==> src/rtl/lcplc_seq_pkg.sv <==
// rtl/lcplc_seq_pkg.sv - shared types for the LCPLC input sequencer
// Purpose: default field widths, FSM state encoding, latched image
//          configuration and the registered output beat.
// Ports:   none (package).
package lcplc_seq_pkg;

  localparam int SEQ_DATA_WIDTH        = 16;
  localparam int SEQ_SLICE_SIZE_LOG    = 8;
  localparam int SEQ_BAND_WIDTH        = 12;
  localparam int SEQ_BLOCK_WIDTH       = 16;
  localparam int SEQ_QUANT_SHIFT_WIDTH = 4;
  localparam int SEQ_THRESHOLD_WIDTH   = 64;

  typedef enum logic [1:0] {
    IDLE  = 2'd0,
    RUN   = 2'd1,
    DRAIN = 2'd2
  } seq_state_t;

  // Geometry and coder configuration captured on command accept.
  typedef struct packed {
    logic [SEQ_SLICE_SIZE_LOG-1:0]    cols_m1;
    logic [SEQ_SLICE_SIZE_LOG-1:0]    rows_m1;
    logic [SEQ_BAND_WIDTH-1:0]        bands_m1;
    logic [SEQ_BLOCK_WIDTH-1:0]       blocks_m1;
    logic [SEQ_QUANT_SHIFT_WIDTH-1:0] quant_shift;
    logic [SEQ_THRESHOLD_WIDTH-1:0]   threshold;
  } seq_cfg_t;

  // One sample as presented to the coder.
  typedef struct packed {
    logic [SEQ_DATA_WIDTH-1:0] data;
    logic                      last_r;
    logic                      last_s;
    logic                      last_b;
    logic                      last_i;
  } seq_beat_t;

endpackage

==> src/rtl/lcplc_seq_counter.sv <==
// rtl/lcplc_seq_counter.sv - nested col/row/band/blk counters with last-flag generation
// Purpose: tracks the position of the next sample inside the image
//          (block-major, then band, row, column) and flags the ends of
//          row, slice, band-set and image for that sample.
// Ports:
//   clk, rst          clock, synchronous active-high reset
//   clear             zero all counters (new image)
//   advance           one sample accepted; step the counters
//   cols_m1..blocks_m1 image geometry, each minus 1
//   last_r/s/b/i      flags for the sample at the current position
module lcplc_seq_counter #(
  parameter int MAX_SLICE_SIZE_LOG = 8,
  parameter int BAND_WIDTH         = 12,
  parameter int BLOCK_WIDTH        = 16
) (
  input  logic                          clk,
  input  logic                          rst,
  input  logic                          clear,
  input  logic                          advance,
  input  logic [MAX_SLICE_SIZE_LOG-1:0] cols_m1,
  input  logic [MAX_SLICE_SIZE_LOG-1:0] rows_m1,
  input  logic [BAND_WIDTH-1:0]         bands_m1,
  input  logic [BLOCK_WIDTH-1:0]        blocks_m1,
  output logic                          last_r,
  output logic                          last_s,
  output logic                          last_b,
  output logic                          last_i
);

  logic [MAX_SLICE_SIZE_LOG-1:0] col;
  logic [MAX_SLICE_SIZE_LOG-1:0] row;
  logic [BAND_WIDTH-1:0]         band;
  logic [BLOCK_WIDTH-1:0]        blk;

  // Each flag qualifies the next outer one, so a higher-level end can
  // only occur on the last column of the last row, and so on.
  assign last_r = (col == cols_m1);
  assign last_s = last_r & (row == rows_m1);
  assign last_b = last_s & (band == bands_m1);
  assign last_i = last_b & (blk == blocks_m1);

  always_ff @(posedge clk) begin
    if (rst || clear) begin
      col  <= '0;
      row  <= '0;
      band <= '0;
      blk  <= '0;
    end else if (advance) begin
      if (!last_r) begin
        col <= col + 1'b1;
      end else begin
        col <= '0;
        if (!last_s) begin
          row <= row + 1'b1;
        end else begin
          row <= '0;
          if (!last_b) begin
            band <= band + 1'b1;
          end else begin
            band <= '0;
            blk  <= last_i ? '0 : blk + 1'b1;
          end
        end
      end
    end
  end

endmodule

==> src/rtl/lcplc_input_sequencer.sv <==
// rtl/lcplc_input_sequencer.sv - LCPLC front-end: image command, sample tagging, config hold
// Purpose: accepts one command per image, tags each raw sample with the
//          x_last_r/s/b/i flags the coder expects and holds the quantizer
//          shift and threshold stable for the whole image.
// Optional: define LCPLC_SEQ_CHECK_EN to add s_last (upstream end-of-image
//           marker) and sticky err_last (s_last disagreed with generated last_i).
// Ports:
//   clk, rst                 clock, synchronous active-high reset
//   cmd_valid/cmd_ready      image command handshake
//   cmd_*                    geometry (minus 1), quant shift, threshold
//   s_valid/s_ready/s_data   raw sample stream in
//   x_valid/x_ready/x_data   tagged sample stream to the coder
//   x_last_r/s/b/i           end of row / slice / band-set / image
//   cfg_quant_shift/threshold configuration latched on command accept
//   busy                     high outside IDLE
//   done                     one-cycle pulse when the last sample leaves
module lcplc_input_sequencer
  import lcplc_seq_pkg::*;
#(
  parameter int DATA_WIDTH            = SEQ_DATA_WIDTH,
  parameter int MAX_SLICE_SIZE_LOG    = SEQ_SLICE_SIZE_LOG,
  parameter int BAND_WIDTH            = SEQ_BAND_WIDTH,
  parameter int BLOCK_WIDTH           = SEQ_BLOCK_WIDTH,
  parameter int QUANTIZER_SHIFT_WIDTH = SEQ_QUANT_SHIFT_WIDTH,
  parameter int THRESHOLD_WIDTH       = SEQ_THRESHOLD_WIDTH
) (
  input  logic                             clk,
  input  logic                             rst,
  input  logic                             cmd_valid,
  output logic                             cmd_ready,
  input  logic [MAX_SLICE_SIZE_LOG-1:0]    cmd_cols_m1,
  input  logic [MAX_SLICE_SIZE_LOG-1:0]    cmd_rows_m1,
  input  logic [BAND_WIDTH-1:0]            cmd_bands_m1,
  input  logic [BLOCK_WIDTH-1:0]           cmd_blocks_m1,
  input  logic [QUANTIZER_SHIFT_WIDTH-1:0] cmd_quant_shift,
  input  logic [THRESHOLD_WIDTH-1:0]       cmd_threshold,
  input  logic                             s_valid,
  output logic                             s_ready,
  input  logic [DATA_WIDTH-1:0]            s_data,
  output logic                             x_valid,
  input  logic                             x_ready,
  output logic [DATA_WIDTH-1:0]            x_data,
  output logic                             x_last_r,
  output logic                             x_last_s,
  output logic                             x_last_b,
  output logic                             x_last_i,
  output logic [QUANTIZER_SHIFT_WIDTH-1:0] cfg_quant_shift,
  output logic [THRESHOLD_WIDTH-1:0]       cfg_threshold,
  output logic                             busy,
  output logic                             done
`ifdef LCPLC_SEQ_CHECK_EN
  ,
  input  logic                             s_last,
  output logic                             err_last
`endif
);

  seq_state_t state;
  seq_state_t state_nxt;
  seq_cfg_t   cfg;
  seq_beat_t  beat;

  logic out_free;
  logic cmd_acc;
  logic s_acc;
  logic gen_last_r;
  logic gen_last_s;
  logic gen_last_b;
  logic gen_last_i;

  // Output register can take a new sample if empty or emptying now.
  assign out_free = !x_valid || x_ready;
  assign cmd_acc  = cmd_valid && cmd_ready;
  assign s_acc    = s_valid && s_ready;

  lcplc_seq_counter #(
    .MAX_SLICE_SIZE_LOG(MAX_SLICE_SIZE_LOG),
    .BAND_WIDTH        (BAND_WIDTH),
    .BLOCK_WIDTH       (BLOCK_WIDTH)
  ) u_counter (
    .clk      (clk),
    .rst      (rst),
    .clear    (cmd_acc),
    .advance  (s_acc),
    .cols_m1  (cfg.cols_m1),
    .rows_m1  (cfg.rows_m1),
    .bands_m1 (cfg.bands_m1),
    .blocks_m1(cfg.blocks_m1),
    .last_r   (gen_last_r),
    .last_s   (gen_last_s),
    .last_b   (gen_last_b),
    .last_i   (gen_last_i)
  );

  always_ff @(posedge clk) begin
    if (rst) begin
      state <= IDLE;
    end else begin
      state <= state_nxt;
    end
  end

  // Handshake outputs are gated by rst so nothing is accepted or
  // signalled while reset is held, whatever state is still registered.
  always_comb begin
    state_nxt = state;
    cmd_ready = 1'b0;
    s_ready   = 1'b0;
    done      = 1'b0;
    if (!rst) begin
      case (state)
        IDLE: begin
          cmd_ready = 1'b1;
          if (cmd_valid) begin
            state_nxt = RUN;
          end
        end
        RUN: begin
          s_ready = out_free;
          if (s_valid && out_free && gen_last_i) begin
            state_nxt = DRAIN;
          end
        end
        DRAIN: begin
          if (out_free) begin
            done      = 1'b1;
            state_nxt = IDLE;
          end
        end
        default: state_nxt = IDLE;
      endcase
    end
  end

  assign busy = (state != IDLE) && !rst;

  always_ff @(posedge clk) begin
    if (rst) begin
      cfg <= '0;
    end else if (cmd_acc) begin
      cfg <= '{cols_m1:     cmd_cols_m1,
               rows_m1:     cmd_rows_m1,
               bands_m1:    cmd_bands_m1,
               blocks_m1:   cmd_blocks_m1,
               quant_shift: cmd_quant_shift,
               threshold:   cmd_threshold};
    end
  end

  // Beat contents are only rewritten on accept, which keeps them stable
  // while the coder stalls.
  always_ff @(posedge clk) begin
    if (rst) begin
      x_valid <= 1'b0;
      beat    <= '0;
    end else if (s_acc) begin
      x_valid <= 1'b1;
      beat    <= '{data:   s_data,
                   last_r: gen_last_r,
                   last_s: gen_last_s,
                   last_b: gen_last_b,
                   last_i: gen_last_i};
    end else if (x_ready) begin
      x_valid <= 1'b0;
    end
  end

  assign x_data          = beat.data;
  assign x_last_r        = beat.last_r;
  assign x_last_s        = beat.last_s;
  assign x_last_b        = beat.last_b;
  assign x_last_i        = beat.last_i;
  assign cfg_quant_shift = cfg.quant_shift;
  assign cfg_threshold   = cfg.threshold;

`ifdef LCPLC_SEQ_CHECK_EN
  always_ff @(posedge clk) begin
    if (rst || cmd_acc) begin
      err_last <= 1'b0;
    end else if (s_acc && (s_last != gen_last_i)) begin
      err_last <= 1'b1;
    end
  end
`endif

endmodule

==> config.mk <==
export PLATFORM = sky130hd
export DESIGN_NAME = lcplc_input_sequencer
export DESIGN_NICKNAME = d
export VERILOG_FILES = /design/src/rtl/lcplc_seq_pkg.sv /design/src/rtl/lcplc_seq_counter.sv /design/src/rtl/lcplc_input_sequencer.sv
export SDC_FILE = /design/constraint.sdc
export NUM_CORES = 1
export LEC_CHECK = 0
export BUFFER_PORTS_ARGS = -buffer_cell sky130_fd_sc_hd__buf_2
export CAP_MARGIN = 20
export CORE_ASPECT_RATIO = 0.7
export CORE_UTILIZATION = 45
export DETAILED_ROUTE_END_ITERATION = 8
export GPL_TIMING_DRIVEN = 0
export PLACE_DENSITY = 0.77
export SKIP_LAST_GASP = 1
export SYNTH_ARGS = -nofsm -noshare
export SYNTH_HDL_FRONTEND = slang
export SYNTH_SLANG_ARGS = --single-unit
==> constraint.sdc <==
create_clock -name clk -period 3.9 [get_ports clk]
set_input_delay 0.39 -clock clk [delete_from_list [all_inputs] [get_ports clk]]
set_output_delay 0.39 -clock clk [all_outputs]
set_load 0.02 [all_outputs]
== Word level (Yosys, flattened, before mapping) ==
Index checks and enable logic that the tools add are counted.
Storage, ports and cells
  output and inout bits: 93
  logic and storage cells: 66
  bits in registers: 179
Operators by class
  mux-type cells: 17
  add/sub/neg operators: 4
  reductions and logical operators: 16
  bitwise logic cells: 3
  eq/ne operators: 9
Operator list (number)
  adder 16 x 1 -> 16 bit (second input constant): 1
  adder 8 x 1 -> 8 bit (second input constant): 2
  equality test 16 bit: 1
  equality test 8 bit: 2
  2-to-1 mux 16 bit: 1
  2-to-1 mux 8 bit: 2
  adder 12 x 1 -> 12 bit (second input constant): 1
  equality test 12 bit: 1
  2-to-1 mux 12 bit: 1
  2-to-1 mux 1 bit: 9
  2-to-1 mux 2 bit: 3
  inequality test 2 bit (second input constant): 3
  case mux 2 bit (3 select lines): 1
  AND reduction 3 bit: 2
  logical AND 1 bit: 5
  AND reduction 4 bit: 1
  nonzero test 2 bit: 2
  AND 1 bit: 3
  equality test 2 x 1 -> 1 bit (second input constant): 1
  equality test 2 bit (second input constant): 1
  logical NOT 1 bit: 2
  logical NOT 2 bit: 1
  logical OR 1 bit: 2
  AND reduction 2 bit: 1

== Longest topological paths before layout ==
  word-level depth: 7
  depth in mapped cells: 10
  gate-level depth less buffers: 7

== Hierarchy ==
Synthesis repeated with hierarchy kept, for this count alone.
Unflattened totals
  cells, all modules: 967
  area total of the unflattened synthesis: 7903.8 um^2
Modules (own cells, without submodules)
  lcplc_input_sequencer: times used 1, area an instance 5337.6 um^2, cells an instance 667
  lcplc_seq_counter: times used 1, area an instance 2566.2 um^2, cells an instance 300

== Worst setup path after synthesis ==
Ideal clock, no wire load.
  path type: input to register
  from: input rst
  to: register u_counter.band[11]
  stages: 8
  data required time: 3.776 ns
  path slack: 1.441 ns
  arrival time: 2.335 ns
  path buffers: 3
  path through: clkbuf_1 > or4_4 > buf_6 > or3_4 > buf_6 > or4_4 > xor2_1 > nor2_1
Between the ends
  word-level cells in the longest chain between the ends: 3
  elaborated cells on any way between the ends: 6
  classes of those cells: 2 x mux; 4 x reduce/logical
RTL lines
  start: declaration: RTL line lcplc_input_sequencer.sv:28  | input logic rst,
  2-to-1 mux 1 bit: RTL line lcplc_input_sequencer.sv:110  | if (!rst) begin
  logical AND 1 bit (on tied branches): RTL line lcplc_input_sequencer.sv:74, lcplc_input_sequencer.sv:73
  AND reduction 3 bit (no line) or logical OR 1 bit (tied branches)
  end signal: assignment: RTL line lcplc_seq_counter.sv:58  | band <= band + 1'b1;
  end: declaration: RTL line lcplc_seq_counter.sv:32  | logic [BAND_WIDTH-1:0] band;
Several ways; a longest one is shown, not always the timed one.
A chain may end at the register's enable or synchronous reset.

== Final worst setup path ==
  from: input rst
  to: output busy
Between the ends
  word-level cells in the longest chain between the ends: 2
RTL lines
  logical NOT 1 bit: RTL line lcplc_input_sequencer.sv:135  | assign busy = (state != IDLE) && !rst;
  logical AND 1 bit: RTL line lcplc_input_sequencer.sv:135
  end: declaration: RTL line lcplc_input_sequencer.sv:49  | output logic busy,
Every way passes these cells.

==> run metrics <==
outcome=finished, final reports clean; Pwr Total=4.36 mW; Worst Hold Slack=0.152 ns; die width=162 µm; syn_nets=1110; setup TNS=0 ns; Ys Warns=0; remaining antenna violation count=0; r2r setup slk=1.07 ns; GRT overflow=0; leak pwr=4.22 nW; crit start category=input pin; Post-DP Area=9450 µm²; Worst Hold End=cfg_threshold[53]; WP data arrival=2.55 ns; fin crit share=75.4%; gr usage total=22.8%; Mapped Area=8040 µm²; Logic pwr share=13.8%; Core Util, Final=58.1%; Final Hold Vio Count=0; crit-path max cell delay=0.62 ns; Crit Path Class=in -> out; Num CTS Buffers=17; crit-path leading delay family=buffers and inverters; Sw Share=26.1%; Crit. End Element=primary output; fillers=1606; hold_buf cts=0; CTS tree=yes; Clk pwr share=40.5%; clock sink count=179; critical path depth=6; Area Overhead vs Synth=25.1%; GPL Wtd Cong=0.849; DR iter-0 viols=472; Die Height=114 µm; r2r worst-path depth=9; H-tree levels=4; Nets=1354; first-pass GRT wire length=33300 µm; Worst Path Max Fanout=10; Vias=7266; post-synthesis register bit count=179; most frequent CP cell=clkbuf_1; VDD IR-drop max=0.241 mV; Synth Flop Type=dfxtp_1; number of global-route vias before repair=6835; critical-path cell list=clkbuf_1, clkbuf_1, clkbuf_1, buf_1, nor2_1, buf_2; post-route minimum period=2.94 ns; Residual DRC=0; hold path cells=3; crit path buf inv count=5; Slew HR=47.9%; Vias/cell=4.97; Hold Crit Class=in -> reg; sw power=1.14 mW; Critical-path top delay cell=clkbuf_1; R2R Path End=u_counter.blk[0]; I/O pins=226; hpwl dp=15300 µm; Max clock buf depth=2; drt total wl=20800 µm; initial antenna violation count=2; number of synthesized flops with an enable pin=0; # Max-Cap Violations=0; Slew Limit Fails=0; Routed WL per cell=14.2 µm; syn avg cell area=8.26 µm²; Gate Count Post-Synth=973; Fmax=0.340 GHz; Flop pwr share=45.7%; I/O Buffers=224; die area=18400 µm²; Unique masters post-synth=44; layout cell share with drive strength beyond 1=27.1%; Detailed Routing Iterations Pass 1=5; Final Skew=0.00932 ns; Core ar.=17300 µm²; Hold Crit Start=cmd_threshold[53]; CTS resizes=0; PwrDens=433 nW/µm²; # setup viols final=0; P_int=3.22 mW; Reg clk slew, reported paths=0.07 ns; unrepaired setup endpoints after global routing=no; Root Buffer=clkbuf_16; actual slew at the worst max-slew pin=0.774 ns; FF-to-FF Start=u_counter.row[1]; row count=40; CP required=3.51 ns; ys async rst share=0%; Final Cell Area=10100 µm²; Skew-Pair Late Insertion Delay=0.43 ns; register area share after synthesis=44.6%; pin count of the biggest net entering global routing=17; initial core utilization=46.4%; setup bufs post-CTS=0
==> final cells by class <==
| class | count | area, µm² | share of cell area, % |
|---|---|---|---|
| clock buffers | 20 | 447 | 4.44 |
| plain buffers | 127 | 749 | 7.45 |
| inverters | 4 | 15.0 | 0.149 |
| well taps | 231 | 289 | 2.87 |
| flip-flops and latches | 179 | 3580 | 35.6 |
| multi-input cells | 663 | 3690 | 36.7 |
| repair buffers | 225 | 1130 | 11.2 |
| diodes | 1 | 2.50 | 0.0249 |
| clock inverters | 11 | 150 | 1.49 |
==> worst max path at each step <==
| stage | start | slack (ns) | end |
|---|---|---|---|
| after floorplan | rst | 1.44 | u_counter.band[11] |
| after detailed placement | rst | 0.80 | u_counter.band[10] |
| after global placement | rst | 0.88 | u_counter.band[10] |
| after CTS | u_counter.blk[4] | 0.92 | u_counter.blk[2] |
| final | rst | 0.96 | busy |
| after global routing | u_counter.row[1] | 0.77 | u_counter.blk[4] |
==> synth_stat cells (4+ instances only) <==
library cell | count | share of area (%)
or3_1 | 8 | 0.62
nand4_1 | 14 | 1.1
and4_1 | 5 | 0.54
o21ai_1 | 4 | 0.25
nor2b_1 | 5 | 0.39
nor3_1 | 7 | 0.44
ha_1 | 4 | 0.62
xor2_1 | 27 | 2.9
o21ai_0 | 119 | 7.4
buf_4 | 68 | 6.4
o41ai_1 | 4 | 0.44
a21oi_1 | 28 | 1.7
nand3_1 | 17 | 1.1
inv_1 | 4 | 0.19
clkbuf_1 | 53 | 2.5
nand2_1 | 171 | 8.0
dfxtp_1 | 179 | 45
nor2_1 | 42 | 2.0
nor4_1 | 12 | 0.93
xnor2_1 | 39 | 4.3
o211ai_1 | 14 | 1.3
nand2b_1 | 112 | 8.7
==> power by group through the flow <==
stage,sequential (mW),clock (mW),combinational [mW]
after floorplan,2.02,0,0.385
after global placement,2.03,0,0.589
after detailed placement,2.03,0,0.598
after CTS,1.99,1.79,0.601
after global routing,2.00,1.87,0.658
final,1.99,1.76,0.600
==> worst register-to-register path, cell delays in order (launching register included) <==
cell and delay [ns]:
dfxtp_1 0.44, xor2_1 0.10, nor4_1 0.61, nand4_1 0.24
nand4bb_1 0.25, buf_2 0.22, or2_0 0.23, clkbuf_1 0.16
clkbuf_1 0.25, o31ai_1 0.23
==> layer usage <==
layer / track usage, % / up-vias / part of all wire [%]
met4: 8.87 / 2 / 1.5
li1: - / 3648 / -
met2: 35.6 / 227 / 44
met5: 0 / - / 0.063
met3: 6.87 / 30 / 7.1
met1: 29.7 / 3359 / 47
==> layout by cell type (no fill, tap or decap), drive strengths merged <==
master	instances
bufinv	3
and4	5
nor3	7
and2	1
nor2b	5
nor4	13
a21oi	28
buf	299
nor2	42
or3b	1
clkinvlp	2
nand4	14
inv	8
o41ai	4
nand4bb	1
nand2b	113
or2	3
clkbuf	73
a31oi	3
clkinv	2
nand3b	3
or3	9
nor4b	1
o31ai	3
o21ai	123
a311oi	1
nand2	171
diode	1
xor2	27
xnor2	39
ha	4
dfxtp	179
o211ai	14
nand3	17
and3	3
or4	4
mux2i	1
nand4b	2
and3b	1
==> cell families (layout without fill, tap and decap cells) <==
group / after synthesis / after routing / share of synthesized area, %
other: 0 / 1 / 0
adder cells (fa/ha/maj): 4 / 4 / 0.623
buffers and inverters: 131 / 387 / 9.51
AO/OA/AOI/OAI: 176 / 176 / 11.8
multiplexers: 1 / 1 / 0.125
XOR/XNOR: 66 / 66 / 7.19
flip-flops: 179 / 179 / 44.6
AND/OR/NAND/NOR: 416 / 416 / 26.2
==> per-stage QoR <==
stage | cells | setup WS (ns)
floorplan | 973 | 1.44
global placement | 1428 | 0.878
detailed placement | 1428 | 0.795
CTS | 1459 | 0.924
global route | 1461 | 0.769
finish | 1461 | 0.961
==> sequential cells by signal, summed over array words and instances (netlist names) <==
| register | flops |
|---|---|
| u_counter.col | 8 |
| cfg_threshold | 64 |
| x_last_r | 1 |
| cfg | 44 |
| x_data | 16 |
| u_counter.band | 12 |
| x_valid | 1 |
| u_counter.row | 8 |
| x_last_i | 1 |
| cfg_quant_shift | 4 |
| x_last_b | 1 |
| x_last_s | 1 |
| u_counter.blk | 16 |
| state | 2 |
Power figures use the tool's default switching activity.
